**src/rtl/two_parallel_pkg.sv**
```systemverilog
// two_parallel_pkg: shared types and the shift/narrow helper for the two-parallel serializer.
// Build option: SERIALIZER_SAT_EN makes sat_narrow clamp to the output range and report clipping;
// without it sat_narrow only shifts and the caller wraps by truncation.
package two_parallel_pkg;
    localparam int PAIR_W = 64;
    typedef logic signed [PAIR_W-1:0] sample64_t;
    typedef struct packed {
        sample64_t s1;
        sample64_t s2;
    } pair_t;
    typedef struct packed {
        sample64_t val;
        logic      clip;
    } narrow_t;
    typedef enum logic {LANE1 = 1'b0, LANE2 = 1'b1} phase_t;
    function automatic narrow_t sat_narrow(input sample64_t value, input int out_w, input int shift);
        narrow_t r;
        sample64_t s;
`ifdef SERIALIZER_SAT_EN
        sample64_t hi;
        sample64_t lo;
`endif
        s = value >>> shift;
        r.val  = s;
        r.clip = 1'b0;
`ifdef SERIALIZER_SAT_EN
        hi = (64'sd1 <<< (out_w - 1)) - 64'sd1;
        lo = -hi - 64'sd1;
        if (s > hi) begin
            r.val  = hi;
            r.clip = 1'b1;
        end else if (s < lo) begin
            r.val  = lo;
            r.clip = 1'b1;
        end
`else
        if (out_w < 0) r.clip = 1'b0;
`endif
        return r;
    endfunction
endpackage

```
**src/rtl/pair_fifo.sv**
```systemverilog
// pair_fifo: register-based FIFO of sample pairs.
// Ports: clk, rst_n (async active-low), push/din write side, pop/head read side,
// level = number of stored pairs. Pointers wrap modulo DEPTH (power of two).
module pair_fifo
    import two_parallel_pkg::*;
#(
    parameter int DEPTH = 4
) (
    input  logic                       clk,
    input  logic                       rst_n,
    input  logic                       push,
    input  pair_t                      din,
    input  logic                       pop,
    output pair_t                      head,
    output logic [$clog2(DEPTH):0]     level
);
    localparam int AW = $clog2(DEPTH);
    localparam int LW = AW + 1;
    pair_t           r_mem [DEPTH];
    logic [AW-1:0]   r_wptr;
    logic [AW-1:0]   r_rptr;
    logic [LW-1:0]   r_level;
    always_ff @(posedge clk or negedge rst_n) begin
        if (!rst_n) begin
            r_wptr  <= '0;
            r_rptr  <= '0;
            r_level <= '0;
        end else begin
            if (push) r_wptr <= r_wptr + 1'b1;
            if (pop) r_rptr <= r_rptr + 1'b1;
            r_level <= r_level + LW'(push) - LW'(pop);
        end
    end
    always_ff @(posedge clk) begin
        if (push) r_mem[r_wptr] <= din;
    end
    assign head  = r_mem[r_rptr];
    assign level = r_level;
endmodule

```
**src/rtl/two_parallel_serializer.sv**
```systemverilog
// two_parallel_serializer: buffers 64-bit FIR result pairs and emits them one sample per cycle.
// Ports: clk, rst_n (async active-low); in_valid/in_ready/din1/din2 pair input;
// out_valid/out_ready/dout sample output; sat_flag sticky clip indicator; level = stored pairs.
// Build option: SERIALIZER_SAT_EN selects clamping (sat_flag live) instead of two's-complement wrap.
module two_parallel_serializer
    import two_parallel_pkg::*;
#(
    parameter int DEPTH = 4,
    parameter int OUT_W = 16,
    parameter int SHIFT = 0
) (
    input  logic                     clk,
    input  logic                     rst_n,
    input  logic                     in_valid,
    output logic                     in_ready,
    input  logic signed [63:0]       din1,
    input  logic signed [63:0]       din2,
    output logic                     out_valid,
    input  logic                     out_ready,
    output logic signed [OUT_W-1:0]  dout,
    output logic                     sat_flag,
    output logic [$clog2(DEPTH):0]   level
);
    phase_t                   r_phase;
    logic                     r_out_valid;
    logic signed [OUT_W-1:0]  r_dout;
    logic [$clog2(DEPTH):0]   w_level;
    pair_t                    w_head;
    pair_t                    w_in_pair;
    logic                     w_push;
    logic                     w_slot;
    logic                     w_load;
    logic                     w_pop;
    narrow_t                  w_nar;
    logic                     w_unused;
    // in_ready depends on level only, so a pop never frees a slot in the same cycle
    assign in_ready  = w_level != DEPTH[$clog2(DEPTH):0];
    assign w_push    = in_valid && in_ready;
    assign w_in_pair = '{s1: din1, s2: din2};
    assign w_slot    = !r_out_valid || out_ready;
    assign w_load    = w_slot && w_level != '0;
    assign w_pop     = w_load && r_phase == LANE2;
    assign w_nar     = sat_narrow(r_phase == LANE1 ? w_head.s1 : w_head.s2, OUT_W, SHIFT);
    assign w_unused  = ^{w_nar.val[63:OUT_W], w_nar.clip};
    pair_fifo #(.DEPTH(DEPTH)) u_fifo (
        .clk   (clk),
        .rst_n (rst_n),
        .push  (w_push),
        .din   (w_in_pair),
        .pop   (w_pop),
        .head  (w_head),
        .level (w_level)
    );
    always_ff @(posedge clk or negedge rst_n) begin
        if (!rst_n) begin
            r_phase     <= LANE1;
            r_out_valid <= 1'b0;
            r_dout      <= '0;
        end else if (w_load) begin
            r_phase     <= r_phase == LANE1 ? LANE2 : LANE1;
            r_out_valid <= 1'b1;
            r_dout      <= w_nar.val[OUT_W-1:0];
        end else if (w_slot) begin
            r_out_valid <= 1'b0;
        end
    end
`ifdef SERIALIZER_SAT_EN
    logic r_sat;
    always_ff @(posedge clk or negedge rst_n) begin
        if (!rst_n) r_sat <= 1'b0;
        else if (w_load && w_nar.clip) r_sat <= 1'b1;
    end
    assign sat_flag = r_sat;
`else
    assign sat_flag = 1'b0;
`endif
    assign out_valid = r_out_valid;
    assign dout      = r_dout;
    assign level     = w_level;
endmodule

```
**config.mk**
```make
export PLATFORM = sky130hd
export DESIGN_NAME = two_parallel_serializer
export DESIGN_NICKNAME = d
export VERILOG_FILES = /design/src/rtl/two_parallel_pkg.sv /design/src/rtl/pair_fifo.sv /design/src/rtl/two_parallel_serializer.sv
export SDC_FILE = /design/constraint.sdc
export NUM_CORES = 1
export LEC_CHECK = 0
export BUFFER_PORTS_ARGS = -buffer_cell sky130_fd_sc_hd__clkbuf_2
export CELL_PAD_IN_SITES_DETAIL_PLACEMENT = 1
export CELL_PAD_IN_SITES_GLOBAL_PLACEMENT = 1
export CORE_MARGIN = 1
export CORE_UTILIZATION = 44
export DETAILED_ROUTE_END_ITERATION = 12
export PLACE_DENSITY = 0.88
export SETUP_SLACK_MARGIN = 0.05
export SYNTH_ARGS = -nofsm -noshare
export SYNTH_HDL_FRONTEND = slang
export SYNTH_SLANG_ARGS = --single-unit
export TNS_END_PERCENT = 50
```
**constraint.sdc**
```tcl
create_clock -name clk -period 2.71 [get_ports clk]
set_input_delay 0.1355 -clock clk [delete_from_list [all_inputs] [get_ports clk]]
set_output_delay 0.1355 -clock clk [all_outputs]
set_load 0.1 [all_outputs]
```
==> results of run 1 <==
==> metal layers <==
metal	wire, um	global-route usage	up-vias
met5	0	0	-
met4	344	0.102	0
li1	-	-	1535
met2	7420	0.372	106
met1	5880	0.260	1755
met3	657	0.0556	32
==> what timing repair did <==
| action | 4_1_cts | 5_1_grt |
|---|---|---|
| hold buffers | 33 | 0 |
| buffers inserted | 0 | 0 |
| endpoints found under the hold margin | 153 | 0 |
| resized for setup | 0 | 0 |
==> registers in the layout, summed over array words and instances, names as in the netlist <==
| register | flops |
|---|---|
| u_fifo.r_mem | 128 |
| u_fifo.level | 3 |
| dout | 16 |
| r_phase | 1 |
| out_valid | 1 |
| u_fifo.r_wptr | 2 |
| u_fifo.r_rptr | 2 |
==> cell type report <==
type	count	area, um^2	area share
diodes	1	2.50	0.000337
clock buffers	20	437	0.0588
clock inverters	12	154	0.0207
inverters	6	22.5	0.00303
multi-input cells	161	1420	0.191
flip-flops and latches	153	4480	0.603
well taps	176	220	0.0296
repair buffers	98	691	0.0930
==> stage by stage <==
stage / setup slack, ns / power (mW) / utilization
CTS: 0.301 / 9.52 / 0.556
global placement: 0.423 / 6.85 / 0.487
global route: 0.190 / 9.84 / 0.557
finish: 0.282 / 9.49 / 0.557
detailed placement: 0.318 / 7.05 / 0.487
floorplan: 0.0841 / 6.23 / -
==> cells by family (layout without fill, tap and decap cells) <==
logic type      Yosys count  in the layout
compound gates           64             64
xor+xnor                  6              6
fa+ha+maj                 7              7
buf+inv                  26            136
flops                   153            153
mux                      65             65
other cells               1              2
simple gates             18             18
==> cells in the final DEF (no fill, tap or decap), types with 4 or more instances in the layout <==
| master | n |
|---|---|
| edfxtp_1 | 128 |
| clkbuf_2 | 56 |
| dlygate4sd3_1 | 33 |
| mux2_2 | 32 |
| mux2i_1 | 32 |
| dfrtp_1 | 21 |
| clkbuf_16 | 17 |
| o22ai_1 | 16 |
| a22o_1 | 16 |
| o21ai_0 | 16 |
| o31ai_1 | 15 |
| buf_4 | 8 |
| inv_1 | 6 |
| ha_1 | 6 |
| xnor2_1 | 4 |
| and3_1 | 4 |
==> cell usage after synthesis, types with 2 or more instances <==
cell and number:
edfxtp_1 128, mux2_2 32, mux2i_1 32, dfrtp_1 25, a22o_1 16, o21ai_0 16, o22ai_1 16, o31ai_1 15
buf_2 6, ha_1 6, inv_1 6, buf_6 5, and3_1 4, buf_4 4, xnor2_1 4, clkbuf_1 3
nand2b_1 3, nor2b_1 2, nor3_1 2, xor2_1 2
==> tightest hold or removal path, stage by stage <==
cell      delay [ns]
clkbuf_2        0.10
nor2b_4         0.10
nand2b_1        0.16
==> where the power goes <==
part           leakage, nW  total, mW  internal [mW]  switching (mW)
Clock                0.280       2.36           1.45           0.913
Sequential            1.46       3.49           3.21           0.286
Combinational         1.05       3.64           1.05            2.59
Total                 2.79       9.49           5.70            3.79
==> how the worst max path moves through the flow <==
stage	from	slack, ns	end
finish	out_valid	0.28	u_fifo.level[2]
global route	u_fifo.level[0]	0.19	u_fifo.level[2]
CTS	u_fifo.level[0]	0.30	u_fifo.level[2]
detailed placement	out_valid	0.32	u_fifo.level[2]
global placement	u_fifo.level[0]	0.42	u_fifo.level[2]
floorplan	u_fifo.level[0]	0.08	u_fifo.level[2]
==> flow_metrics.py, run 1 <==
metrics = {
    "route": {
        "drt_iter0_drc": 195,
        "vias": 3428,
        "post_drt_wl_per_cell_um": 22.8,
        "drtAntennaViolNets": 0,
        "wl_um": 14300,
        "drc": 0,
        "via_per_inst": 5.47,
        "dr.pass1.iters": 4,
    },
    "worst_hold_path": {
        "hold-path-endpoint": "out_valid",
        "hold_class": "input pin to register",
        "hold_depth": 3,
        "worstHoldStart": "out_ready",
    },
    "cells_and_area": {
        "final_cells": 627,
        "fin_area_um2": 7430,
        "syn_to_final_growth_pct": 22.8,
        "fillers": 1268,
        "nets": 576,
        "drive_above_1_share": 0.304,
    },
    "logic_synthesis": {
        "synth_top_family_by_area": "multiplexers",
        "synth_nets": 479,
        "synth_cell_type_count": 33,
        "syn_area_per_cell_um2": 17.8,
        "synth_mux_area_frac": 0.115,
        "syn-cell-area_um2": 6050,
        "yosysTopAreaCell": "edfxtp_1",
        "syn_inst": 340,
        "synthFlopType": "edfxtp_1",
        "ys_ff_latch": 153,
        "synthAdderAreaFrac": 0.0157,
        "synthArstFlopShare": 0.163,
        "ys_seq_area_frac": 0.738,
        "yosys.area_share.simple": 0.0201,
        "synth_compound_area_frac": 0.0736,
        "synth_top_area_frac": 0.635,
        "synth_edf_count": 128,
        "synth_xor_area_frac": 0.00868,
        "synth_area_leaders": "edfxtp_1 (64%), dfrtp_1 (10%), mux2_2 (6.0%)",
        "synth_warnings": 0,
    },
    "critical_path": {
        "rrSetupSlack_ns": 0.28,
        "worstPathCellList": "nor2b_4 > nor3b_1 > ha_1 > inv_1 > ha_1 > inv_1 > fa_2 > xnor2_1 > xnor2_1",
        "path_class": "register to register",
        "endpoint_kind": "register",
        "r2r_cells": 9,
        "path_max_fanout": 20,
        "worst_path_max_delay_cell": "nor3b_1",
        "cp_num_buf_inv": 2,
        "start_kind": "register",
        "cp.depth": 9,
        "arrival_ns": 2.77,
        "r2r-end": "u_fifo.level[2]",
        "critPathTopFamily": "adder cells",
        "reg2reg_from": "out_valid",
        "cp.required_ns": 3.05,
        "cpPeakStageDelay_ns": 0.53,
    },
    "floorplan": {
        "die_x_um": 119,
        "io_pins": 154,
        "rows": 42,
        "start_util": 0.453,
        "core_um2": 13300,
        "fp.dieH_um": 119,
        "die_area_um2": 14200,
    },
    "grt": {
        "grt_use_total": 0.219,
        "grt_max_degree": 66,
        "first_global_vias": 3841,
        "overflow": 0,
        "antenna_found_initial": 1,
        "grt_pass1_wl_um": 22400,
    },
    "pwr": {
        "leakage_nw": 2.79,
        "power_density_nw_per_um2": 1280,
        "ir_drop_mv": 0.535,
    },
    "status": {
        "outcome": "complete, no violations",
    },
    "sta": {
        "fmax_ghz": 0.412,
        "worst_pin_slew_ns": 0.810,
        "post-route-min-period_ns": 2.43,
        "hold_slack_ns": 0.134,
        "fin_skew_ns": 0.00837,
        "setup_viol": 0,
        "drv_slew": 0,
        "relSlewSlack": 0.458,
        "finalSetupTns_ns": 0,
        "min_period_over_period": 0.896,
        "rsz0062_at_grt": "false",
        "final-hold-violation-count": 0,
    },
    "flow_run": {
        "cap_violations": 0,
    },
    "clock_network": {
        "cts.sinks": 153,
        "clk_pin_slew_worst_paths_ns": 0.06,
        "clk_latency_ns": 0.42,
        "clock-root-buffer": "clkbuf_16",
        "htreeDepth": 4,
        "cts_made_buffers": 17,
        "cts_max_path_buffers": 2,
        "tritoncts": "built",
    },
    "placement": {
        "port_buffers": 56,
        "numPlacedInstances": 561,
        "gp_congestion": 0.706,
        "dpl.hpwl_um": 7980,
        "placed_area_um2": 6510,
    },
}
No activity file was read; power rests on OpenSTA's default activity.
==> run 2: changes to the inputs <==
Settings changed: BUFFER_PORTS_ARGS -buffer_cell sky130_fd_sc_hd__clkbuf_2 to -buffer_cell sky130_fd_sc_hd__buf_2.
Clock period 2.71 ns to 2.6 ns, I/O delays scaled along.
==> run 2 against run 1 <==
Against the previous run:
- non-clock buffer count rose by 2
- die area did not move
- flip-flop and latch count did not move
- clock power barely moved
- clock-buffer cell count did not move
- first-iteration DRC count rose by 11%
- maximum frequency rose by 3.1%
- total power rose by 3.5%
- core utilization fell by 0.14 points
- via count rose by 1.4%
- worst setup slack got worse by 0.036 ns
- final cell count did not move
- critical endpoint unchanged
- largest cell class unchanged
==> flow_metrics.py, run 2 (same netlist as run 1, synthesis figures left out) <==
metrics = {
    "clock_network": {
        "clk_pin_slew_worst_paths_ns": 0.06,
        "cts.sinks": 153,
        "clock-root-buffer": "clkbuf_16",
        "cts_resized": 0,
        "clk_latency_ns": 0.42,
        "tritoncts": "built",
        "cts_max_path_buffers": 2,
        "cts_made_buffers": 17,
        "htreeDepth": 4,
        "post_cts_buffers": 0,
    },
    "pwr": {
        "power_density_nw_per_um2": 1330,
        "ir_drop_mv": 0.653,
        "leakage_nw": 2.77,
    },
    "critical_path": {
        "worstPathCellList": "or3b_4 > and2_4 > inv_2 > ha_4 > inv_2 > ha_2 > inv_2 > fa_2 > xnor2_1 > xnor2_1",
        "worst_path_max_delay_cell": "dfrtp_4",
        "start_kind": "register",
        "endpoint_kind": "register",
        "arrival_ns": 2.69,
        "r2r-end": "u_fifo.level[2]",
        "path_max_fanout": 6,
        "reg2reg_from": "u_fifo.level[0]",
        "rrSetupSlack_ns": 0.25,
        "path_class": "register to register",
        "crit_path_frequent_cell": "inv_2",
        "cp.required_ns": 2.94,
        "r2r_cells": 10,
        "cp-startpoint": "u_fifo.level[0]",
        "cpPeakStageDelay_ns": 0.50,
    },
    "route": {
        "drt_iter0_drc": 216,
        "wl_um": 14600,
        "drc": 0,
        "post_drt_wl_per_cell_um": 23.3,
        "via_per_inst": 5.54,
        "drtAntennaViolNets": 0,
        "dr.pass1.iters": 4,
        "vias": 3475,
    },
    "sta": {
        "rsz0062_at_grt": "false",
        "drv_slew": 0,
        "finalSetupTns_ns": 0,
        "setup_ws_ns": 0.246,
        "relSlewSlack": 0.471,
        "fmax_ghz": 0.425,
        "final-hold-violation-count": 0,
        "post-route-min-period_ns": 2.35,
        "fin_skew_ns": 0.00763,
        "worst_pin_slew_ns": 0.794,
        "min_period_over_period": 0.905,
        "setup_viol": 0,
    },
    "placement": {
        "placed_area_um2": 6540,
        "port_buffers": 56,
        "dpl.hpwl_um": 7900,
        "post-place-ws_ns": 0.248,
        "gp_congestion": 0.729,
    },
    "floorplan": {
        "fp.dieH_um": 119,
        "die_x_um": 119,
        "start_util": 0.453,
        "core_um2": 13300,
        "rows": 42,
        "io_pins": 154,
        "die_area_um2": 14200,
    },
    "cells_and_area": {
        "final_core_utilization": 0.555,
        "diodes": 0,
        "syn_to_final_growth_pct": 22.5,
        "largest_reg_flops": 128,
        "fin_area_um2": 7410,
        "nets": 578,
        "final_cell_mix": "edfxtp_1 (128), buf_2 (56), dlygate4sd3_1 (33)",
        "top_register": "u_fifo.r_mem",
        "drive_above_1_share": 0.313,
        "final_common_cell": "edfxtp_1",
    },
    "grt": {
        "grt_pass1_wl_um": 22500,
        "grt_max_degree": 40,
        "overflow": 0,
        "antenna_found_initial": 0,
        "grt_use_total": 0.222,
        "first_global_vias": 3869,
    },
    "worst_hold_path": {
        "worstHoldStart": "in_valid",
        "hold-path-endpoint": "u_fifo.r_wptr[0]",
        "hold_depth": 3,
        "hold_class": "input pin to register",
    },
    "flow_run": {
        "cap_violations": 0,
    },
    "status": {
        "outcome": "complete, no violations",
    },
}
==> run 2: cell types whose count changed in the layout (fill, tap and decap cells not counted), sizes merged <==
cell / change
buf: +58
clkbuf: -56
bufinv: -1
clkinv: +1
clkinvlp: -1
diode: -1
==> run 2: critical path, delay by kind of cell (launching register included) <==
family	cells	cell delay, ns
xor+xnor	2	0.32
fa+ha+maj	3	0.68
buf+inv	3	0.16
flops	1	0.50
simple gates	2	0.62
==> run 2: worst max path at each step <==
stage,endpoint,depth (start not counted)
floorplan,u_fifo.level[2],10
global placement,u_fifo.level[2],10
detailed placement,u_fifo.level[2],10
CTS,u_fifo.level[2],10
global route,u_fifo.level[2],10
finish,u_fifo.level[2],10
==> run 2: repair_timing <==
item                       4_1_cts  5_1_grt
hold endpoints to repair       153        0
hold buffers                    33        0
setup endpoints to repair        0        0
==> run 2: final cells by class <==
cell class	count	area, um^2
inverters	6	22.5
multi-input cells	161	1440
repair buffers	100	706
flip-flops and latches	153	4480
clock buffers	20	437
fillers	1263	5940
well taps	176	220
clock inverters	11	106
==> run 2: layer usage <==
metal  vias to the layer above  GRT usage  wire, um
met5                         -          0         0
met4                         0      0.135       425
met3                        32     0.0493       872
met2                       137      0.366      7530
met1                      1787      0.266      5770
li1                       1519          -         -
==> run 2: report_power, final <==
part	total, mW	switching (mW)	internal (mW)
Sequential	3.68	0.335	3.34
Combinational	3.81	2.69	1.12
Clock	2.34	0.949	1.39
==> run 2: per-stage QoR <==
| step | hold WS [ns] | total power, mW | std cells |
|---|---|---|---|
| 6_report | 0.125 | 9.82 | 627 |
| 5_1_grt | 0.151 | 10.2 | 627 |
| 4_1_cts | 0.109 | 9.81 | 627 |
| 3_5_place_dp | 0.178 | 7.39 | 563 |
| 3_3_place_gp | 0.176 | 7.18 | 563 |
| 2_1_floorplan | -0.166 | 6.52 | 340 |
==> run 3: changes to the inputs <==
Settings changed: CORE_ASPECT_RATIO from default to 0.7, CORE_UTILIZATION 44 to 40, CTS_CLUSTER_DIAMETER from default to 80, PLACE_DENSITY 0.88 to 0.82.
==> run 3 against run 2 <==
Against the previous run:
- clock power is 8% higher
- largest cell class unchanged
- via count is 3.9% lower
- die area is 9.9% higher
- final cell count is 3.3% higher
- first-iteration DRC count is 11% lower
- maximum frequency is 0.65% higher
==> flow_metrics.py, run 3 (same netlist as run 1, synthesis figures left out) <==
metrics = {
    "route": {
        "via_per_inst": 5.15,
        "vias": 3340,
        "wl_um": 13700,
        "drc": 0,
        "dr.pass1.iters": 4,
        "post_drt_wl_per_cell_um": 21.2,
        "drtAntennaViolNets": 0,
        "drt_iter0_drc": 192,
    },
    "sta": {
        "min_period_over_period": 0.900,
        "rsz0062_at_grt": "false",
        "post-route-min-period_ns": 2.34,
        "fmax_ghz": 0.428,
        "relSlewSlack": 0.498,
        "final-hold-violation-count": 0,
        "drv_slew": 0,
        "setup_viol": 0,
        "worst_pin_slew_ns": 0.751,
        "fin_skew_ns": 0.0170,
        "hold_slack_ns": 0.0980,
        "finalSetupTns_ns": 0,
        "setup_ws_ns": 0.261,
    },
    "placement": {
        "port_buffers": 56,
        "gp_congestion": 0.758,
        "post-place-ws_ns": 0.274,
        "dpl.hpwl_um": 8100,
    },
    "clock_network": {
        "cts_max_path_buffers": 2,
        "cts_resized": 0,
        "clk_latency_ns": 0.43,
        "clock-root-buffer": "clkbuf_16",
        "htreeDepth": 4,
        "clk_pin_slew_worst_paths_ns": 0.06,
        "tritoncts": "built",
        "cts_made_buffers": 17,
        "cts.sinks": 153,
        "post_cts_buffers": 0,
    },
    "cells_and_area": {
        "nets": 579,
        "diodes": 0,
        "final_core_utilization": 0.510,
        "syn_to_final_growth_pct": 24.0,
        "final_common_cell": "edfxtp_1",
        "largest_reg_flops": 128,
        "fillers": 1411,
        "final_cell_mix": "edfxtp_1 (128), buf_2 (56), dlygate4sd3_1 (33)",
        "drive_above_1_share": 0.327,
        "top_register": "u_fifo.r_mem",
    },
    "floorplan": {
        "fp.dieH_um": 105,
        "core_um2": 14700,
        "io_pins": 154,
        "die_x_um": 149,
        "rows": 37,
        "start_util": 0.411,
        "die_area_um2": 15600,
    },
    "worst_hold_path": {
        "worstHoldStart": "out_ready",
        "hold-path-endpoint": "out_valid",
        "hold_depth": 3,
        "hold_class": "input pin to register",
    },
    "critical_path": {
        "reg2reg_from": "u_fifo.level[1]",
        "endpoint_kind": "register",
        "cp.required_ns": 2.94,
        "arrival_ns": 2.68,
        "path_class": "register to register",
        "rrSetupSlack_ns": 0.26,
        "path_max_fanout": 6,
        "r2r-end": "u_fifo.level[2]",
        "r2r_cells": 10,
        "start_kind": "register",
    },
    "pwr": {
        "ir_drop_mv": 0.622,
        "power_density_nw_per_um2": 1330,
        "leakage_nw": 2.81,
    },
    "grt": {
        "antenna_found_initial": 0,
        "grt_use_total": 0.189,
        "grt_pass1_wl_um": 21200,
        "overflow": 0,
        "grt_max_degree": 33,
        "first_global_vias": 3658,
    },
    "flow_run": {
        "cap_violations": 0,
    },
    "status": {
        "outcome": "complete, no violations",
    },
}
run 3: changes by cell type in the layout (fill, tap and decap cells not counted):
cell and delta:
clkinvlp_4 -1, inv_6 +7, inv_8 +2, clkbuf_1 -3, buf_4 +1, clkinv_2 -4
clkinv_4 +1, clkinv_1 -2, clkinv_8 +1
run 3: per-layer routing:
metal  routed length (um)  vias up  GRT usage
met2                 6890       64      0.314
met3                  469       15     0.0445
met4                  189        0     0.0671
met5                    0        -          0
li1                     -     1532          -
met1                 6170     1729      0.241
run 3: worst max-delay path by stage:
stage / to / startpoint / slack, ns
final: u_fifo.level[2] / u_fifo.level[1] / 0.26
after global routing: u_fifo.level[2] / u_fifo.level[1] / 0.09
after CTS: u_fifo.level[2] / u_fifo.level[1] / 0.25
after detailed placement: u_fifo.level[2] / u_fifo.level[1] / 0.27
after global placement: u_fifo.level[2] / u_fifo.level[1] / 0.32
after floorplan: u_fifo.level[2] / u_fifo.level[0] / -0.02
run 3: report_power, final:
group | total [mW] | internal, mW | switching, mW
Clock | 2.52 | 1.45 | 1.07
Combinational | 3.83 | 1.14 | 2.69
Sequential | 3.60 | 3.34 | 0.261
Total | 9.95 | 5.93 | 4.02
run 3: critical path, cell delays in order (launching register included):
cell,delay (ns)
dfrtp_4,0.51
or3b_4,0.42
and2_4,0.18
inv_2,0.06
ha_4,0.19
inv_2,0.04
ha_2,0.16
inv_2,0.04
fa_2,0.33
xnor2_1,0.19
xnor2_1,0.13
run 3: per-stage QoR:
stage               instances  instance area [um^2]  total power, mW
floorplan                 340                  6080             6.52
global placement          583                  6570             7.25
detailed placement        583                  6570             7.40
CTS                       648                  7500             10.0
global route              648                  7500             10.3
finish                    648                  7500             9.95
run 3: what timing repair did:
action                                 in CTS  in global routing
setup endpoints to repair                   0                  0
hold buffers                               33                  0
endpoints found under the hold margin     153                  0
run 3: layout make-up:
class,instances,area [um^2],area share
Timing Repair Buffer,101,713,0.0950
Multi-Input combinational cell,161,1440,0.191
Sequential cell,153,4480,0.597
Tap cell,195,244,0.0325
Clock buffer,17,425,0.0567
Clock inverter,15,180,0.0240
Inverter,6,22.5,0.00300
